**config.mk**
```make
export PLATFORM = sky130hd
export DESIGN_NAME = mac_bank_reader
export DESIGN_NICKNAME = d
export VERILOG_FILES = /design/src/rtl/mac_bank_reader.sv
export SDC_FILE = /design/constraint.sdc
export NUM_CORES = 1
export LEC_CHECK = 0
export BUFFER_PORTS_ARGS = -buffer_cell sky130_fd_sc_hd__buf_2
export CAP_MARGIN = 20
export CORE_MARGIN = 5
export CORE_UTILIZATION = 45
export CTS_BUF_LIST = sky130_fd_sc_hd__clkbuf_8
export DETAILED_ROUTE_END_ITERATION = 10
export GPL_TIMING_DRIVEN = 0
export HOLD_SLACK_MARGIN = 0.02
export PLACE_DENSITY = 0.82
export SYNTH_ARGS = -nofsm -noshare
export SYNTH_HDL_FRONTEND = slang
export SYNTH_SLANG_ARGS = --single-unit
export TNS_END_PERCENT = 10
```
**constraint.sdc**
```tcl
create_clock -name clk -period 5.7 [get_ports clk]
set_clock_uncertainty 0.2 [all_clocks]
set_input_delay 0.285 -clock clk [delete_from_list [all_inputs] [get_ports clk]]
set_output_delay 0.285 -clock clk [all_outputs]
set_load 0.1 [all_outputs]
```
**src/rtl/mac_bank_reader.sv**
```systemverilog
`default_nettype none
// ============================================================================
// Module      : mac_bank_reader
// Description : Read-side burst controller for the MAC coefficient/result
//               bank. Accepts a burst request (start address, length-1),
//               issues one bank read per word, waits a fixed read latency,
//               and returns each word on a valid/ready channel with a
//               last-word flag.
// Ports       : clk, rst_n            - clock, async active-low reset
//               req_valid/req_ready   - burst request handshake
//               req_addr, req_len     - first address, burst length minus one
//               mem_en, mem_addr      - bank read strobe and address
//               mem_rdata             - bank read data (RD_LAT after mem_en)
//               rsp_valid/rsp_ready   - response handshake
//               rsp_data, rsp_last    - response word, final-word flag
//               busy                  - burst in progress
// Revision    : 1.0 - initial release
// ============================================================================
module mac_bank_reader #(
    parameter int DATA_W = 16,
    parameter int ADDR_W = 3,
    parameter int RD_LAT = 1
) (
    input  logic              clk,
    input  logic              rst_n,
    input  logic              req_valid,
    output logic              req_ready,
    input  logic [ADDR_W-1:0] req_addr,
    input  logic [ADDR_W-1:0] req_len,
    output logic              mem_en,
    output logic [ADDR_W-1:0] mem_addr,
    input  logic [DATA_W-1:0] mem_rdata,
    output logic              rsp_valid,
    input  logic              rsp_ready,
    output logic [DATA_W-1:0] rsp_data,
    output logic              rsp_last,
    output logic              busy
);

    typedef enum logic [1:0] {
        IDLE  = 2'd0,
        ISSUE = 2'd1,
        WAIT  = 2'd2,
        RESP  = 2'd3
    } state_t;

    localparam logic [1:0] C_LAT_INIT = 2'(RD_LAT);

    state_t            state_q, state_d;
    logic [ADDR_W-1:0] addr_q,  addr_d;
    logic [ADDR_W-1:0] rem_q,   rem_d;
    logic [1:0]        lat_q,   lat_d;
    logic [DATA_W-1:0] data_q,  data_d;

    always_comb begin
        state_d = state_q;
        addr_d  = addr_q;
        rem_d   = rem_q;
        lat_d   = lat_q;
        data_d  = data_q;
        case (state_q)
            IDLE: begin
                if (req_valid) begin
                    addr_d  = req_addr;
                    rem_d   = req_len;
                    state_d = ISSUE;
                end
            end
            ISSUE: begin
                lat_d   = C_LAT_INIT;
                state_d = WAIT;
            end
            WAIT: begin
                // Counter value 1 marks the cycle ISSUE+RD_LAT, when the
                // bank data is valid on mem_rdata.
                if (lat_q == 2'd1) begin
                    data_d  = mem_rdata;
                    state_d = RESP;
                end
                lat_d = lat_q - 2'd1;
            end
            RESP: begin
                if (rsp_ready) begin
                    if (rem_q == '0) begin
                        state_d = IDLE;
                    end else begin
                        rem_d   = rem_q - 1'b1;
                        // Natural wrap of the ADDR_W-bit register.
                        addr_d  = addr_q + 1'b1;
                        state_d = ISSUE;
                    end
                end
            end
            default: state_d = IDLE;
        endcase
    end

    always_ff @(posedge clk or negedge rst_n) begin
        if (!rst_n) begin
            state_q <= IDLE;
            addr_q  <= '0;
            rem_q   <= '0;
            lat_q   <= '0;
            data_q  <= '0;
        end else begin
            state_q <= state_d;
            addr_q  <= addr_d;
            rem_q   <= rem_d;
            lat_q   <= lat_d;
            data_q  <= data_d;
        end
    end

    // Outputs decode registered state only; nothing combinational from
    // req_valid or rsp_ready reaches an output.
    assign req_ready = (state_q == IDLE);
    assign busy      = (state_q != IDLE);
    assign mem_en    = (state_q == ISSUE);
    assign mem_addr  = (state_q == ISSUE) ? addr_q : '0;
    assign rsp_valid = (state_q == RESP);
    assign rsp_last  = (state_q == RESP) && (rem_q == '0);
    assign rsp_data  = data_q;

endmodule
`default_nettype wire
```
## Word-level counts from Yosys, hierarchy flattened

Index checks and enable logic that the tools add are counted.

- Shift operators: 0
- Reduce and logical (&&, ||, !) cells: 9
- Magnitude comparators: 0
- Bitwise operators: 0
- Eq/ne operators: 8
- Divide/modulo/power cells: 0
- $mul: 0
- Add/subtract/negate cells: 3
- Muxes and demuxes: 15

Operator list:

| operator | number |
|---|---|
| two-way mux 3 bit | 7 |
| one-hot mux 3 bit (2 select lines) | 2 |
| one-hot mux 2 bit (4 select lines) | 1 |
| two-way mux 2 bit | 3 |
| != test 2 bit, second input constant | 3 |
| nonzero test 2 bit | 3 |
| equality test 2 x 1 -> 1 bit, second input constant | 2 |
| equality test 2 bit, second input constant | 2 |
| one-hot mux 2 bit (2 select lines) | 1 |
| AND reduction 4 bit | 1 |
| adder 3 x 1 -> 3 bit, second input constant | 1 |
| logical NOT 3 bit | 1 |
| AND reduction 3 bit | 1 |
| subtractor 3 x 1 -> 3 bit, second input constant | 1 |
| logical NOT 2 bit | 1 |
| != test 2 x 1 -> 1 bit, second input constant | 1 |
| AND reduction 2 bit | 1 |
| subtractor 2 x 1 -> 2 bit, second input constant | 1 |
| logical AND 1 bit | 1 |
| two-way mux 1 bit | 1 |

- Logic and storage cells: 40
- Flip-flop bits (word level): 26
- Memories: 0
- Bits in latches: 0
- RAM bits: 0
- Bits in read-only memories: 0

## Longest topological paths before layout

Gate-level depths: netlist of the first run.

- Depth in word-level cells: 4
- Mapped depth: 7

## Worst setup path before layout of the first run

OpenSTA, ideal clock, no wires.

- Path kind: register to register
- From: register state_q[0]
- To: register rem_q[2]
- Required time: 5.373 ns
- Slack: 2.358 ns
- Stages on the path, launching flop included: 7
- Arrival: 3.015 ns
- Cell sequence: dfrtp_1 > inv_1 > ha_1 > inv_1 > o21ai_2 > o22ai_1 > a221o_2

- Longest elaborated chain between the ends: 3

RTL lines:

| what | line | RTL |
|---|---|---|
| start: declaration | 49 | `state_t state_q, state_d;` |
| start signal: assignment | 106 | `state_q <= state_d;` |
| logical NOT 2 bit (*) | -- |  |
| via req_ready | 27 | `output logic req_ready,` |
| != test 2 bit (no line) / nonzero test 2 bit (equally long branches) | -- |  |
| AND reduction 4 bit (no line) | -- |  |
| end signal: assignment | 108 | `rem_q <= rem_d;` |
| end: declaration | 51 | `logic [ADDR_W-1:0] rem_q, rem_d;` |

Mark *: on every way through the listed nets, which the timed path passes. The rest lies on a longest branch.
A chain may end at the register's enable or synchronous reset.

## Worst setup path after layout of the first run

- From: register state_q[0]
- To: output port busy

- Longest elaborated chain between the ends: 1

RTL lines:

| what | line | RTL |
|---|---|---|
| nonzero test 2 bit | 117 | `assign busy = (state_q != IDLE);` |
| end: declaration | 37 | `output logic busy` |

No other way between the ends.

==> flow_metrics.py, run 1 <==
metrics = {
    "outcome": {
        "status": "completed",
    },
    "sta": {
        "grt_setup_unrepaired": "false",
        "final.setup.tns_ns": 0,
        "timing.max_slew.rel_slack_pct": 60.60,
        "finalHoldViolations": 0,
        "setup_violations": 0,
        "final_min_period_over_clock_period_pct": 39.67,
        "finalCriticalPeriod_ns": 2.261,
        "timing.fmax_ghz": 0.4422,
        "finalMaxSlewViolations": 0,
        "actual_transition_at_the_worst_max_transition_pin_ns": 0.5910,
    },
    "worst_setup_path": {
        "crit_path_frequent_cell": "sky130_fd_sc_hd__inv_1",
        "timing.critical_path.cells": "inv_1 -> ha_1 -> inv_1 -> buf_2",
        "worst_path_largest_cell_delay_ns": 0.46,
        "critPathSlowestCell": "sky130_fd_sc_hd__buf_2",
        "worst_ep_required_time_ns": 5.22,
        "criticalPathCategory": "flip-flop to primary output",
        "cp.buffers_inverters": 3,
        "cp_top_family": "buffers and inverters",
        "cp-start-kind": "flip-flop",
        "worst-endpoint-arrival_ns": 1.78,
        "type_of_element_capturing_the_critical_path": "primary output",
        "worstPathMaxFanout": 7,
    },
    "layout": {
        "layout.cells.most_common_list": "sky130_fd_sc_hd__buf_2, sky130_fd_sc_hd__dfrtp_1, sky130_fd_sc_hd__mux2_2",
        "layout-area-overhead-vs-synth_pct": 27.19,
        "antenna_fix_cells": 0,
        "final_core_occ_pct": 60.93,
        "fill_cells": 220,
        "num-nets-final": 208,
        "drive_gt1_share_pct": 46.51,
        "mostFrequentLayoutCell": "sky130_fd_sc_hd__buf_2",
    },
    "die": {
        "die_w_um": 64.65,
        "chip_height_um": 64.65,
        "initial_core_util_pct": 47.90,
        "ios": 50,
        "row_count": 19,
        "design.die.area_um2": 4179,
        "core_um2": 2805,
    },
    "synthesis": {
        "syn_area_um2": 1344,
        "ys_seq_elements": 26,
        "synth_nets": 153,
        "synth_cell_type_count": 33,
        "synthesis.area_per_instance_um2": 11.39,
        "synth.yosys.seq_area_share_pct": 48.42,
        "synthCells": 118,
        "synth_area_leader_cell": "sky130_fd_sc_hd__dfrtp_1",
        "synth_top_cell_area_share_pct": 48.42,
        "synth_top_cells_by_area": "sky130_fd_sc_hd__dfrtp_1, sky130_fd_sc_hd__mux2_2, sky130_fd_sc_hd__ha_1",
        "yosys_warnings": 0,
    },
    "clock_tree": {
        "postCtsSetupBuffers": 0,
        "clock_tree.buffer_depth": 2,
        "clk_transition_reported_paths_ns": 0.09,
        "clock_sink_count": 26,
        "clkLatencyLatePin_ns": 0.27,
        "htreeDepth": 1,
        "tritoncts": "built",
        "cts_root_buffer": "sky130_fd_sc_hd__clkbuf_8",
        "cts_inserted_buffers": 3,
    },
    "placed_design": {
        "hpwlAfterDp_mm": 2.364,
        "io_buffer_count": 49,
        "gp_congestion": 0.8462,
    },
    "routing": {
        "drt_iter0_markers": 23,
        "vias_per_cell": 5.547,
        "drt.antenna.violating_nets": 0,
        "routed_wirelength_mm": 3.134,
        "via_count": 1126,
        "avgRoutedWirePerCell_um": 15.44,
        "drtPass1Iterations": 4,
        "drcViolationCount": 0,
    },
    "global_route": {
        "grt_first_pass_wirelength_mm": 5.202,
        "pin_count_of_the_biggest_net_entering_global_routing": 27,
        "first_global_vias": 1178,
        "antenna_found_initial": 0,
        "grt_overflow": 0,
        "grt_use_total_pct": 15.57,
    },
    "run": {
        "max_cap_violations": 0,
    },
    "hold_path": {
        "hold_class": "input pin to flip-flop",
    },
}
-- cell type report --
| class | instances | area (um2) | share of cell area (%) |
|---|---|---|---|
| inverter | 8 | 30.03 | 1.757 |
| buffer | 4 | 25.02 | 1.464 |
| clock inverter | 1 | 30.03 | 1.757 |
| tap | 31 | 38.79 | 2.269 |
| timing repair buffer | 50 | 255.2 | 14.93 |
| sequential | 26 | 650.6 | 38.07 |
| multi-input combinational | 80 | 638.1 | 37.34 |
| clock buffer | 3 | 41.29 | 2.416 |
-- kinds of logic (layout without fill, tap and decap cells) --
group           Yosys count  after routing  share of synthesized area, %
compound gates           19             19                         10.24
fa+ha+maj                 9              9                         8.380
buf+inv                  12             66                         4.096
flops                    26             26                         48.42
mux                      17             17                         14.25
simple gates             35             35                         14.62
-- worst register-to-register path, delay by kind of cell (launching register included) --
| kind | cells | cell delay, ns |
|---|---|---|
| AOI/OAI and AO/OA | 3 | 0.74 |
| DFF | 1 | 0.43 |
| adders and majority gates | 1 | 0.34 |
| buffers and inverters | 2 | 0.32 |
-- stage by stage --
step                setup slack, ns  area, um2  hold slack [ns]  instances
floorplan                     2.358       1344          -0.2106        118
global placement              3.699       1628           0.1057        198
detailed placement            3.641       1628           0.1221        198
CTS                           3.438       1709          0.04145        203
global route                  3.346       1709          0.03716        203
finish                        3.439       1709          0.04327        203
-- cells in the mapped netlist, drive strengths merged --
cell type	n
dfrtp	26
mux2	17
nand2	10
ha	9
inv	8
and2	5
a21oi	4
nand3	4
nand4	4
o21ai	4
nor2	3
a221oi	2
a32oi	2
buf	2
clkbuf	2
nand2b	2
nor3	2
o22ai	2
a221o	1
a22oi	1
and2b	1
nand3b	1
nand4b	1
nor2b	1
o21a	1
o221a	1
o22a	1
or4b	1
-- worst paths after layout --
path,startpoint,to,slack (ns),depth (start not counted)
hold / removal,mem_rdata[2],rsp_data[2],0.04,2
max in group asynchronous,rst_n,addr_q[2],4.56,2
hold reg to reg,rsp_data[12],rsp_data[12],0.31,1
min in group asynchronous,rst_n,state_q[0],0.35,2
setup / recovery,state_q[0],busy,3.44,4
setup reg to reg,state_q[0],rem_q[2],3.57,6
-- metal layers --
metal  part of all wire, %  vias up  global-route usage, %  wire (um)
met5                     0        -                      0          0
met1                    39      558                  17.14       1213
met3                   3.2        6                  1.727        100
met4                   2.2        0                  8.443         68
met2                    56       33                  29.12       1751
li1                      -      529                      -          -
-- registers in the layout, indices dropped and copies added (netlist names) --
name      count
lat_q         2
state_q       2
addr_q        3
rem_q         3
rsp_data     16
-- what timing repair did --
action,in CTS,in global routing
hold endpoints to repair,26,0
hold buffers,1,0
gates resized for setup,0,0
Power of run 1 is left out: the tool's default activity adds up to more than one toggle a clock period on the data nets, which glitch-free logic cannot reach.
==> inputs of run 2 (changes only) <==
--- a/config.mk
+++ b/config.mk
@@ -5,6 +5,7 @@
 export SDC_FILE = /design/constraint.sdc
 export NUM_CORES = 1
 export LEC_CHECK = 0
+export ABC_AREA = 1
 export BUFFER_PORTS_ARGS = -buffer_cell sky130_fd_sc_hd__buf_2
 export CAP_MARGIN = 20
 export CORE_MARGIN = 5
==> constraint.sdc (replaced) <==
create_clock -name clk -period 2.2 [get_ports clk]
set_clock_uncertainty 0.2 [all_clocks]
set_input_delay 0.11 -clock clk [delete_from_list [all_inputs] [get_ports clk]]
set_output_delay 0.11 -clock clk [all_outputs]
set_load 0.1 [all_outputs]
==> run 2 against run 1 <==
Net effect: via count rose by 1.8%; largest cell class unchanged; highest routed layer unchanged; non-clock buffer count is 19 higher; flip-flop and latch count unchanged; wire length down 3.1%; synthesized area shrank 0.37%; final cell count up 20%.
==> flow_metrics.py, run 2 <==
metrics = {
    "worst_setup_path": {
        "ff2ff_setup_slack_ns": 0.36,
        "timing.rr.end": "rsp_data[8]",
        "cp.buffers_inverters": 3,
        "r2r.worst_path.cells": 5,
        "crit_path_frequent_cell": "sky130_fd_sc_hd__inv_1",
        "worst_path_largest_cell_delay_ns": 0.45,
        "worstPathMaxFanout": 6,
        "cp-start-kind": "flip-flop",
        "cp_top_family": "buffers and inverters",
        "critPathSlowestCell": "sky130_fd_sc_hd__dfrtp_1",
        "worst-endpoint-arrival_ns": 1.54,
        "worst_ep_required_time_ns": 1.89,
        "rr_startpoint": "state_q[0]",
        "criticalPathCategory": "flip-flop to primary output",
        "type_of_element_capturing_the_critical_path": "primary output",
        "timing.critical_path.cells": "inv_1 -> ha_2 -> nand2_1 -> inv_1 -> buf_2",
        "critical_path.startpoint": "state_q[1]",
    },
    "synthesis": {
        "syn_area_um2": 1339,
        "yosys.cell_count.top_type": "sky130_fd_sc_hd__nand2_1",
        "synth_top_family_by_area": "simple AND/OR/NAND/NOR gates",
        "synth_adder_area_share_pct": 8.411,
        "synthCells": 136,
        "simple_gate_portion_of_the_synthesized_area_pct": 17.38,
        "synth_nets": 171,
        "ys_seq_elements": 26,
        "synth.top_cells.by_count": "sky130_fd_sc_hd__nand2_1, sky130_fd_sc_hd__dfrtp_1, sky130_fd_sc_hd__inv_1",
        "synth_top_cells_by_area": "sky130_fd_sc_hd__dfrtp_1, sky130_fd_sc_hd__nand2_1, sky130_fd_sc_hd__mux2_4",
        "post_synth_mux_area_share_pct": 16.26,
        "synth.yosys.seq_area_share_pct": 48.60,
        "synth_cell_type_count": 14,
        "synth-edff-count": 0,
        "yosys_warnings": 0,
        "synth_xor_area_share_pct": 0,
        "async_flop_share_pct": 100.0,
        "synth_compound_gate_area_share_pct": 3.738,
        "synth_area_leader_cell": "sky130_fd_sc_hd__dfrtp_1",
        "synth_top_cell_area_share_pct": 48.60,
        "main_flop_type_after_synthesis": "sky130_fd_sc_hd__dfrtp_1",
        "synthesis.area_per_instance_um2": 9.844,
    },
    "routing": {
        "via_count": 1146,
        "drtPass1Iterations": 4,
        "drt_iter0_markers": 61,
        "drt.antenna.violating_nets": 0,
        "routed_wirelength_mm": 3.037,
        "avgRoutedWirePerCell_um": 12.50,
        "vias_per_cell": 4.716,
        "drcViolationCount": 0,
    },
    "hold_path": {
        "min_from": "req_valid",
        "hold_class": "input pin to flip-flop",
        "hold_depth": 7,
        "holdPathEnd": "state_q[0]",
    },
    "outcome": {
        "status": "completed",
    },
    "clock_tree": {
        "tritoncts": "built",
        "clk_transition_reported_paths_ns": 0.09,
        "postCtsSetupBuffers": 0,
        "cts_inserted_buffers": 3,
        "clock_sink_count": 26,
        "cts_root_buffer": "sky130_fd_sc_hd__clkbuf_8",
        "clkLatencyLatePin_ns": 0.26,
        "htreeDepth": 1,
        "clock_tree.buffer_depth": 2,
    },
    "die": {
        "core_um2": 2805,
        "ios": 50,
        "row_count": 19,
        "design.die.area_um2": 4166,
        "die_w_um": 64.55,
        "initial_core_util_pct": 47.73,
        "chip_height_um": 64.55,
    },
    "run": {
        "max_cap_violations": 0,
    },
    "global_route": {
        "grt_first_pass_wirelength_mm": 5.147,
        "grt_use_total_pct": 15.34,
        "pin_count_of_the_biggest_net_entering_global_routing": 27,
        "first_global_vias": 1164,
        "antenna_found_initial": 0,
        "grt_overflow": 0,
    },
    "layout": {
        "flip_flop_count_of_the_largest_register_all_copies_and_words_added": 16,
        "mostFrequentLayoutCell": "sky130_fd_sc_hd__buf_2",
        "antenna_fix_cells": 0,
        "layoutNonFillerInstCount": 243,
        "final_core_occ_pct": 68.47,
        "num-nets-final": 248,
        "layout.cells.most_common_list": "sky130_fd_sc_hd__buf_2, sky130_fd_sc_hd__nand2_1, sky130_fd_sc_hd__dfrtp_1",
        "layout-area-overhead-vs-synth_pct": 43.46,
        "drive_gt1_share_pct": 35.85,
        "fill_cells": 203,
    },
    "sta": {
        "timing.fmax_ghz": 0.5394,
        "finalHoldViolations": 0,
        "setup_violations": 0,
        "actual_transition_at_the_worst_max_transition_pin_ns": 0.5621,
        "worst_hold_slack_ns": 0.1065,
        "timing.max_slew.rel_slack_pct": 62.53,
        "final_min_period_over_clock_period_pct": 84.26,
        "grt_setup_unrepaired": "false",
        "final.setup.tns_ns": 0,
        "finalMaxSlewViolations": 0,
        "finalCriticalPeriod_ns": 1.854,
    },
    "placed_design": {
        "gp_congestion": 0.7814,
        "hpwlAfterDp_mm": 2.028,
        "dp_cells": 216,
        "io_buffer_count": 49,
    },
}
run 2: cell count changes in the layout (fill, tap and decap cells not counted), moves of 5 or more:
cell,previous run,this run
sky130_fd_sc_hd__dlygate4sd3_1,1,23
sky130_fd_sc_hd__o21ai_0,3,8
sky130_fd_sc_hd__nand2_1,8,45
sky130_fd_sc_hd__mux2_2,17,6
sky130_fd_sc_hd__inv_1,8,16
sky130_fd_sc_hd__mux2_4,0,10
sky130_fd_sc_hd__and2_1,5,0
run 2: repair_timing:
item	in CTS	in global routing
hold buffers	23	0
endpoints found under the setup margin	0	0
gates resized for setup	0	0
hold endpoints to repair	48	0
run 2: worst max path at each step:
stage | to | slack (ns) | depth (start not counted)
after floorplan | rsp_last | -0.08 | 3
after global placement | rsp_data[11] | 0.41 | 5
after detailed placement | rsp_data[7] | 0.38 | 5
after CTS | mem_addr[0] | 0.35 | 5
after global routing | mem_addr[1] | 0.25 | 5
final | mem_addr[1] | 0.35 | 5
run 2: worst reg2reg max path, stage by stage, from the launching register on:
cell,delay [ns]
sky130_fd_sc_hd__dfrtp_1,0.45
sky130_fd_sc_hd__inv_1,0.11
sky130_fd_sc_hd__ha_1,0.29
sky130_fd_sc_hd__nand2_4,0.16
sky130_fd_sc_hd__buf_6,0.19
sky130_fd_sc_hd__mux2_4,0.32
run 2: through the flow:
step                      setup WS [ns]  cell area, um2
after floorplan                -0.07813            1351
after global placement           0.4109            1635
after detailed placement         0.3801            1635
after CTS                        0.3468            1921
after global routing             0.2539            1921
final                            0.3462            1921
run 2: layout make-up:
type	instances	area, um2	area share (%)
Tap cell	31	38.79	2.020
Multi-Input combinational cell	92	625.6	32.57
Inverter	17	63.81	3.322
Timing Repair Buffer	72	475.5	24.76
Clock buffer	4	55.05	2.866
Sequential cell	26	650.6	33.88
Buffer	1	11.26	0.5863
run 2: kinds of logic after synthesis:
group                      after synthesis
and+or+nand+nor                         57
DFF                                     26
buffers and inverters                   18
muxes                                   16
AOI/OAI and AO/OA                       10
adders and majority gates                9
run 2: metal layers:
metal | vias up | GRT usage, % | share of wire, %
met5 | - | 0 | 0
met4 | 0 | 2.375 | 0.46
met3 | 2 | 4.145 | 7.8
met2 | 44 | 26.93 | 47
met1 | 519 | 19.32 | 45
li1 | 581 | - | -
Power of run 2 is left out for the same reason.
==> inputs of run 3 (changes only) <==
--- a/config.mk
+++ b/config.mk
@@ -5,7 +5,7 @@
 export SDC_FILE = /design/constraint.sdc
 export NUM_CORES = 1
 export LEC_CHECK = 0
-export ABC_AREA = 1
+export ABC_AREA = 0
 export BUFFER_PORTS_ARGS = -buffer_cell sky130_fd_sc_hd__buf_2
 export CAP_MARGIN = 20
 export CORE_MARGIN = 5
@@ -14,7 +14,7 @@
 export DETAILED_ROUTE_END_ITERATION = 10
 export GPL_TIMING_DRIVEN = 0
 export HOLD_SLACK_MARGIN = 0.02
-export PLACE_DENSITY = 0.82
+export PLACE_DENSITY = 0.85
 export SYNTH_ARGS = -nofsm -noshare
 export SYNTH_HDL_FRONTEND = slang
 export SYNTH_SLANG_ARGS = --single-unit
==> constraint.sdc (replaced) <==
create_clock -name clk -period 1.58 [get_ports clk]
set_clock_uncertainty 0.2 [all_clocks]
set_input_delay 0.079 -clock clk [delete_from_list [all_inputs] [get_ports clk]]
set_output_delay 0.079 -clock clk [all_outputs]
set_load 0.1 [all_outputs]
==> run 3 against run 2 <==
Net effect: largest cell class is now multi-input combinational cells; die area rose by 0.31%; register-to-register slack got worse by 0.71 ns; the run now ends with negative setup slack left; first-iteration DRC count fell by 44%; non-clock buffer count rose by 12; flip-flop and latch count did not move; critical path depth rose by 1; via count rose by 16%; worst setup slack got worse by 0.70 ns.
==> flow_metrics.py, run 3 (synthesis results as in run 1) <==
metrics = {
    "hold_path": {
        "hold_class": "input pin to flip-flop",
    },
    "die": {
        "row_count": 19,
        "core_um2": 2805,
        "ios": 50,
        "design.die.area_um2": 4179,
        "die_w_um": 64.65,
        "chip_height_um": 64.65,
        "initial_core_util_pct": 47.90,
    },
    "worst_setup_path": {
        "type_of_element_capturing_the_critical_path": "flip-flop",
        "ff2ff_setup_slack_ns": -0.35,
        "worstPathMaxFanout": 5,
        "criticalPathCategory": "flip-flop to flip-flop",
        "cp-start-kind": "flip-flop",
        "worst-endpoint-arrival_ns": 1.95,
        "worst_ep_required_time_ns": 1.60,
    },
    "layout": {
        "num-nets-final": 239,
        "drive_gt1_share_pct": 55.17,
        "layout.cells.most_common_list": "sky130_fd_sc_hd__buf_2, sky130_fd_sc_hd__dfrtp_1, sky130_fd_sc_hd__dlygate4sd3_1",
        "mostFrequentLayoutCell": "sky130_fd_sc_hd__buf_2",
        "antenna_fix_cells": 0,
        "layoutNonFillerInstCount": 234,
        "layout-area-overhead-vs-synth_pct": 63.87,
        "flip_flop_count_of_the_largest_register_all_copies_and_words_added": 16,
    },
    "sta": {
        "actual_transition_at_the_worst_max_transition_pin_ns": 0.5743,
        "worst_slack_ns": -0.3529,
        "finalCriticalPeriod_ns": 1.933,
        "setup_violations": 32,
        "timing.max_slew.rel_slack_pct": 61.71,
        "timing.fmax_ghz": 0.5174,
        "finalHoldViolations": 0,
        "final_min_period_over_clock_period_pct": 122.3,
        "finalMaxSlewViolations": 0,
        "grt_setup_unrepaired": "true",
    },
    "global_route": {
        "grt_first_pass_wirelength_mm": 6.051,
        "antenna_found_initial": 0,
        "grt_use_total_pct": 18.41,
        "pin_count_of_the_biggest_net_entering_global_routing": 27,
        "first_global_vias": 1345,
        "grt_overflow": 0,
    },
    "clock_tree": {
        "clkLatencyLatePin_ns": 0.28,
        "tritoncts": "built",
        "htreeDepth": 1,
        "clock_sink_count": 26,
        "cts_inserted_buffers": 3,
        "clock_tree.buffer_depth": 2,
        "clk_transition_reported_paths_ns": 0.10,
        "cts_root_buffer": "sky130_fd_sc_hd__clkbuf_8",
    },
    "routing": {
        "drcViolationCount": 0,
        "via_count": 1325,
        "drt_iter0_markers": 34,
        "drtPass1Iterations": 4,
        "drt.antenna.violating_nets": 0,
        "routed_wirelength_mm": 4.208,
        "vias_per_cell": 5.662,
        "avgRoutedWirePerCell_um": 17.98,
    },
    "placed_design": {
        "hpwlAfterDp_mm": 2.423,
        "gp_congestion": 0.8945,
        "dp_cells": 198,
        "io_buffer_count": 49,
    },
    "outcome": {
        "status": "complete, but fails checks",
        "failed_checks": "negative setup slack",
    },
    "run": {
        "max_cap_violations": 0,
    },
}
==> run 3: layer usage <==
| layer | global-route usage, % | up-vias | wire (um) |
|---|---|---|---|
| met4 | 7.916 | 0 | 224 |
| met5 | 0 | - | 0 |
| met3 | 3.282 | 21 | 215 |
| met2 | 35.44 | 58 | 2249 |
| met1 | 19.50 | 653 | 1519 |
| li1 | - | 593 | - |
==> run 3: repair_timing <==
action | CTS | global route
hold endpoints to repair | 45 | 0
gates resized for setup | 23 | 31
hold buffers | 20 | 0
setup endpoints to repair | 32 | 32
pin swaps | 3 | 9
setup buffers | 4 | 9
==> run 3: metrics by stage <==
| step | TNS [ns] | utilization, % | area [um2] | hold slack, ns | worst slack, ns |
|---|---|---|---|---|---|
| after floorplan | -11.93 | - | 1368 | -0.4166 | -0.9490 |
| after global placement | -5.425 | 58.88 | 1652 | -0.1056 | -0.3562 |
| after detailed placement | -7.056 | 58.88 | 1652 | -0.08582 | -0.4370 |
| after CTS | -4.131 | 72.12 | 2023 | 0.03443 | -0.2632 |
| after global routing | -6.814 | 78.50 | 2202 | 0.07940 | -0.4161 |
| final | -5.334 | 78.50 | 2202 | 0.04896 | -0.3529 |
==> run 3: path summary, 6_finish.rpt <==
kind,startpoint,endpoint,cells past startpoint
hold / removal,req_valid,addr_q[0],4
hold reg to reg,rsp_data[8],rsp_data[8],1
max in group asynchronous,rst_n,state_q[1],2
setup / recovery,state_q[0],addr_q[2],6
min in group asynchronous,rst_n,state_q[1],2
setup reg to reg,state_q[0],addr_q[2],6
==> run 3: worst max-delay path, cell delays in order (launching register included) <==
cell                       delay (ns)
sky130_fd_sc_hd__dfrtp_1         0.44
sky130_fd_sc_hd__buf_4           0.16
sky130_fd_sc_hd__ha_2            0.23
sky130_fd_sc_hd__nand2b_4        0.14
sky130_fd_sc_hd__o21ai_4         0.09
sky130_fd_sc_hd__or4b_1          0.48
sky130_fd_sc_hd__nand4b_1        0.12
==> run 3: final cells by class <==
class                           instances  area (um2)
Multi-Input combinational cell         80       718.2
Timing Repair Buffer                   82       658.1
Sequential cell                        26       651.9
Fill cell                             170       603.1
Clock buffer                            3       41.29
Tap cell                               31       38.79
Inverter                                8       36.28
Clock inverter                          1       30.03
Buffer                                  3       27.53
Power of run 3 is left out for the same reason.
